**src/rtl/dsp_pkg.sv**
```systemverilog
// Shared types and sizing helpers for the DDS-multiply-FIR stream chain.
package dsp_pkg;

    localparam int DATA_W_DEF = 8;

    typedef logic signed [DATA_W_DEF-1:0] sample_t;

    typedef enum logic {
        HOLD_EMPTY = 1'b0,
        HOLD_FULL  = 1'b1
    } hold_state_e;

    // Sum of 2^decim_log2 samples can never exceed this width.
    function automatic int acc_width(input int data_w, input int decim_log2);
        return data_w + decim_log2;
    endfunction

endpackage

```
**src/rtl/out_hold_reg.sv**
```systemverilog
// Single-entry valid/ready output register with sticky overrun detection.
module out_hold_reg
    import dsp_pkg::*;
#(
    parameter int W = DATA_W_DEF
) (
    input  logic         clk,
    input  logic         rst,
    input  logic         load,
    input  logic [W-1:0] load_data,
    input  logic         out_ready,
    input  logic         clr_ovr,
    output logic [W-1:0] out_data,
    output logic         out_valid,
    output logic         ovr
);

    hold_state_e  state_q, state_d;
    logic [W-1:0] data_q, data_d;
    logic         ovr_q, ovr_d;
    logic         full;
    logic         overrun;

    assign full    = (state_q == HOLD_FULL);
    assign overrun = full && !out_ready && load;

    always_comb begin
        state_d = state_q;
        data_d  = data_q;
        if (load && (!full || out_ready)) begin
            state_d = HOLD_FULL;
            data_d  = load_data;
        end else if (full && out_ready) begin
            state_d = HOLD_EMPTY;
        end
        // A new overrun wins over a same-cycle clear.
        ovr_d = overrun || (ovr_q && !clr_ovr);
    end

    always_ff @(posedge clk or negedge rst) begin
        if (!rst) begin
            state_q <= HOLD_EMPTY;
            data_q  <= '0;
            ovr_q   <= 1'b0;
        end else begin
            state_q <= state_d;
            data_q  <= data_d;
            ovr_q   <= ovr_d;
        end
    end

    assign out_data  = data_q;
    assign out_valid = full;
    assign ovr       = ovr_q;

endmodule

```
**src/rtl/fir_decimator.sv**
```systemverilog
// Accumulate-and-dump decimator: averages 2^DECIM_LOG2 samples per output.
module fir_decimator
    import dsp_pkg::*;
#(
    parameter int DATA_W     = DATA_W_DEF,
    parameter int DECIM_LOG2 = 3
) (
    input  logic                     clk,
    input  logic                     rst,
    input  logic signed [DATA_W-1:0] in_sample,
    input  logic                     in_valid,
    output logic signed [DATA_W-1:0] out_sample,
    output logic                     out_valid,
    input  logic                     out_ready,
    input  logic                     clr_ovr,
    output logic                     ovr,
    output logic [DECIM_LOG2-1:0]    frame_cnt
);

    localparam int AW = acc_width(DATA_W, DECIM_LOG2);

    logic signed [AW-1:0]     acc_q, acc_d;
    logic signed [AW-1:0]     sum;
    logic [DECIM_LOG2-1:0]    cnt_q, cnt_d;
    logic                     last;
    logic                     dump;
    logic [DATA_W-1:0]        result;
    logic [DATA_W-1:0]        hold_data;

    assign sum  = acc_q + {{DECIM_LOG2{in_sample[DATA_W-1]}}, in_sample};
    assign last = &cnt_q;
    assign dump = in_valid && last;

    // Dropping the low bits is an arithmetic shift rounding toward -inf.
    assign result = sum[AW-1:DECIM_LOG2];

    always_comb begin
        acc_d = acc_q;
        cnt_d = cnt_q;
        if (in_valid) begin
            if (last) begin
                acc_d = '0;
                cnt_d = '0;
            end else begin
                acc_d = sum;
                cnt_d = cnt_q + 1'b1;
            end
        end
    end

    always_ff @(posedge clk or negedge rst) begin
        if (!rst) begin
            acc_q <= '0;
            cnt_q <= '0;
        end else begin
            acc_q <= acc_d;
            cnt_q <= cnt_d;
        end
    end

    out_hold_reg #(
        .W(DATA_W)
    ) u_hold (
        .clk      (clk),
        .rst      (rst),
        .load     (dump),
        .load_data(result),
        .out_ready(out_ready),
        .clr_ovr  (clr_ovr),
        .out_data (hold_data),
        .out_valid(out_valid),
        .ovr      (ovr)
    );

    assign out_sample = $signed(hold_data);
    assign frame_cnt  = cnt_q;

endmodule
```
**config.mk**
```make
export PLATFORM = sky130hd
export DESIGN_NAME = fir_decimator
export DESIGN_NICKNAME = d
export VERILOG_FILES = /design/src/rtl/dsp_pkg.sv /design/src/rtl/out_hold_reg.sv /design/src/rtl/fir_decimator.sv
export SDC_FILE = /design/constraint.sdc
export NUM_CORES = 1
export LEC_CHECK = 0
export CAP_MARGIN = 20
export CELL_PAD_IN_SITES_DETAIL_PLACEMENT = 0
export CELL_PAD_IN_SITES_GLOBAL_PLACEMENT = 2
export CORE_ASPECT_RATIO = 1.5
export CORE_UTILIZATION = 32
export DETAILED_ROUTE_END_ITERATION = 6
export PLACE_DENSITY_LB_ADDON = 0.1
export SLEW_MARGIN = 20
export SYNTH_ARGS = -nofsm -noshare
export SYNTH_HDL_FRONTEND = slang
export SYNTH_SLANG_ARGS = --single-unit
```
**constraint.sdc**
```tcl
create_clock -name clk -period 2.4 [get_ports clk]
set_input_delay 0.72 -clock clk [delete_from_list [all_inputs] [get_ports clk]]
set_output_delay 0.72 -clock clk [all_outputs]
set_load 0.05 [all_outputs]
```
==> flow_summary.rst, run 1 <==
.. list-table::
   :header-rows: 1

   * - Metric
     - Value
   * - Crit-path max FO
     - 4
   * - Sum of buffers and inverters on the critical path
     - 1
   * - Die Outline Area
     - 4550 um2
   * - Share of flip-flops with an asynchronous set or reset
     - 100%
   * - Overall die height
     - 82.1 um
   * - Final setup violation count
     - 0
   * - Number of standard-cell rows in the floorplan
     - 28
   * - Detail-routed net length per standard cell
     - 13.8 um
   * - Starting density of the core
     - 34.0%
   * - Worst ir drop on vdd
     - 0.739 mV
   * - Timing-limited maximum frequency
     - 0.438 GHz
   * - Yosys synthesis warning count
     - 0
   * - Iteration-0 DRC Markers
     - 17
   * - Slew Limit Fails
     - 0
   * - Placeable core region
     - 4030 um2
   * - Sinks on Clock Net
     - 24
   * - Post-DR vias/cell
     - 4.97
   * - Overflow left after global routing
     - 0
   * - Worst Skew
     - 0.00300 ns
   * - Number of buffers added by the clock tree synthesis step
     - 3
   * - Total count of hold-check failures in the final report
     - 0
   * - Global placement routability congestion
     - 0.771
   * - Post-layout nets
     - 218
   * - Die Wd
     - 55.4 um
   * - Vias after detailed routing
     - 1,174
   * - Count of flip-flops with a built-in enable after synthesis
     - 0
   * - Fin crit share
     - 95.1%
   * - Switch Pwr
     - 1.20 mW
   * - Final design area excluding fillers
     - 2020 um2
   * - Static leakage
     - 0.942 nW
   * - Fraction of power consumed by sequential logic
     - 26.2%
   * - Req. time, crit path
     - 2.55 ns
   * - First-pass GRT wire length
     - 5.46 mm
   * - Number of top-level pins
     - 26
   * - Pin count of the biggest net entering global routing
     - 25
   * - Worst Max-Slew Pin Slew
     - 0.510 ns
   * - Number of H-tree levels
     - 1
   * - Net switching share of the total power
     - 43.3%
   * - Pre-Repair DR Iteration Count
     - 3
   * - Flops & latches, synth
     - 24
   * - Status
     - completed
   * - Gate power share
     - 63.5%
   * - Net count after synthesis
     - 165
   * - Power consumption
     - 2.76 mW
   * - Clock-pin slew on the worst setup and hold paths
     - 0.09 ns
   * - Final routed wirelength across all metal layers
     - 3.26 mm
   * - Clock insertion delay at the later pin of the skew report
     - 0.27 ns
   * - Most common library cell in the layout ignoring fill and taps
     - sky130_fd_sc_hd__buf_4
   * - Minimum clock period
     - 2.28 ns
   * - Slowest-stage cell, CP
     - sky130_fd_sc_hd__a211oi_2
   * - Areal power density over the cells
     - 1370 nW/um2
   * - Fraction of final layout cells sized beyond drive strength 1
     - 27.2%
   * - Cell internal power dissipation
     - 1.57 mW
   * - Number of I/O port buffers
     - 25
   * - Area growth from synthesis to final layout
     - 47.5%
   * - CP peak stage delay
     - 0.30 ns
   * - Max Root-Sink Buffers
     - 2
   * - Critical path class
     - primary input to register
   * - Number of different library cells in the post-synthesis netlist
     - 34
   * - Number of antenna violations at the first check in global routing
     - 0
   * - Placed inst area
     - 1860 um2
   * - Combined global-route utilization of all metal layers
     - 15.3%
   * - Sequential area share after synthesis
     - 43.9%
   * - Vias in the first global route
     - 1,243
   * - Avg Synthesized Cell Area
     - 9.85 um2
   * - Top library cells by usage in the layout, fill and taps aside
     - sky130_fd_sc_hd__buf_4 (27), sky130_fd_sc_hd__dfrtp_1 (24), sky130_fd_sc_hd__clkdlybuf4s50_1 (17), sky130_fd_sc_hd__inv_1 (14)
   * - Antenna diode count
     - 0
   * - Worst min-delay path class
     - register to register
   * - Detailed placer's ending HPWL
     - 2.45 mm
   * - Headroom to the max-slew limit
     - 65.9%
   * - ANT nets after route
     - 0
   * - Family with the most delay on the worst path
     - compound AO/OA/AOI/OAI gates
   * - Clock group share of total power
     - 10.3%
   * - Root Buffer
     - sky130_fd_sc_hd__clkbuf_8
   * - DR DRC count
     - 0
   * - CTS tree
     - built
   * - Arrival time reported for the critical path endpoint
     - 2.44 ns
   * - Post-Synthesis Cell Area
     - 1370 um2
   * - Count of max-cap constraint violations
     - 0
   * - Cell chain of the critical path
     - dlygate4sd2_1 -> ha_4 -> nor2b_4 -> o31a_1 -> o221a_1 -> a211oi_2 -> or3_1 -> o211ai_1
   * - RSZ-0062 raised after global routing
     - false
   * - Gate Count Post-Synth
     - 139
   * - Launching element type of the critical path
     - primary input
   * - Crit end category
     - register
   * - Commonest register cell after synthesis
     - sky130_fd_sc_hd__dfrtp_1
timing repair:
item,CTS,global route
setup buffers,0,0
gates resized for setup,10,15
hold buffers,0,0
pin swaps,9,9
setup endpoints to repair,8,6
stage by stage:
step           TNS [ns]  hold slack (ns)  utilization (%)  worst slack [ns]  std cells
2_1_floorplan         0            0.424                -            0.0218        139
3_3_place_gp      -4.10            0.467             46.2            -0.522        232
3_5_place_dp      -4.56            0.471             46.2            -0.591        232
4_1_cts               0            0.493             48.0           0.00356        236
5_1_grt               0            0.535             50.1            0.0205        236
6_report              0            0.485             50.1             0.119        236
final cells by class:
cell class	count	area, um2
multi-input cells	95	788
fillers	397	2010
repair buffers	52	459
clock buffers	4	55.1
inverters	16	60.1
flip-flops and latches	24	601
well taps	45	56.3
power by group through the flow:
stage	registers, mW	clock network, mW	logic, mW
2_1_floorplan	1.00	0	0.774
3_3_place_gp	0.698	0	1.66
3_5_place_dp	0.709	0	1.68
4_1_cts	0.707	0.304	1.71
5_1_grt	0.751	0.311	1.94
6_report	0.724	0.284	1.75
worst reg2reg max path: stages (launching register included):
cell                       delay, ns
sky130_fd_sc_hd__dfrtp_1        0.39
sky130_fd_sc_hd__ha_2           0.20
sky130_fd_sc_hd__inv_2          0.05
sky130_fd_sc_hd__fa_2           0.22
sky130_fd_sc_hd__nor2b_4        0.05
sky130_fd_sc_hd__o31a_1         0.29
sky130_fd_sc_hd__o221a_1        0.29
sky130_fd_sc_hd__a211oi_2       0.30
sky130_fd_sc_hd__or3_1          0.16
sky130_fd_sc_hd__o211ai_1       0.07
worst paths after layout:
check,start,to,slack [ns],cells after the start
setup / recovery,in_sample[2],acc_q[10],0.12,8
hold / removal,u_hold.out_data[4],u_hold.out_data[4],0.49,2
setup reg to reg,acc_q[0],acc_q[10],0.27,9
hold reg to reg,u_hold.out_data[4],u_hold.out_data[4],0.49,2
max in group asynchronous,rst,acc_q[4],1.35,2
min in group asynchronous,rst,frame_cnt[0],0.80,2
kinds of logic (layout without fill, tap and decap cells):
logic type,Yosys count,in the layout,synth area share [%]
AOI/OAI and AO/OA,41,41,19.1
and+or+nand+nor,31,31,12.2
DFF,24,24,43.9
buffers and inverters,20,72,5.48
adders and majority gates,13,13,12.4
xor gates and xnor gates,7,7,4.48
muxes,3,3,2.47
synthesized netlist by cell type (4+ instances only):
master	instances	area [um2]
sky130_fd_sc_hd__nand2_1	12	45.0
sky130_fd_sc_hd__o22ai_1	10	62.6
sky130_fd_sc_hd__inv_1	16	60.1
sky130_fd_sc_hd__xnor2_1	4	35.0
sky130_fd_sc_hd__o21ai_0	13	65.1
sky130_fd_sc_hd__dfrtp_1	24	601
sky130_fd_sc_hd__nor2_1	4	15.0
sky130_fd_sc_hd__a21oi_1	4	20.0
sky130_fd_sc_hd__nand2b_1	4	25.0
sky130_fd_sc_hd__ha_1	12	150
state kept, by name (all words and copies together) (netlist names):
signal,cells
frame_cnt,3
acc_q,11
u_hold.ovr,1
u_hold.out_valid,1
u_hold.out_data,8
routing by layer:
metal | global-route usage (%) | vias up | routed length [um]
met2 | 29.9 | 17 | 1840
met5 | 0 | - | 0
met1 | 16.5 | 564 | 1310
met4 | 6.75 | 0 | 36
li1 | - | 589 | -
met3 | 1.87 | 4 | 73
(Power assumes the default switching activity.)
==> run 2: changes to the inputs <==
Settings changed: CAP_MARGIN 20 to default.
==> results of run 2 <==
No change in the layout: final DEF, timing and power equal those of run 1.
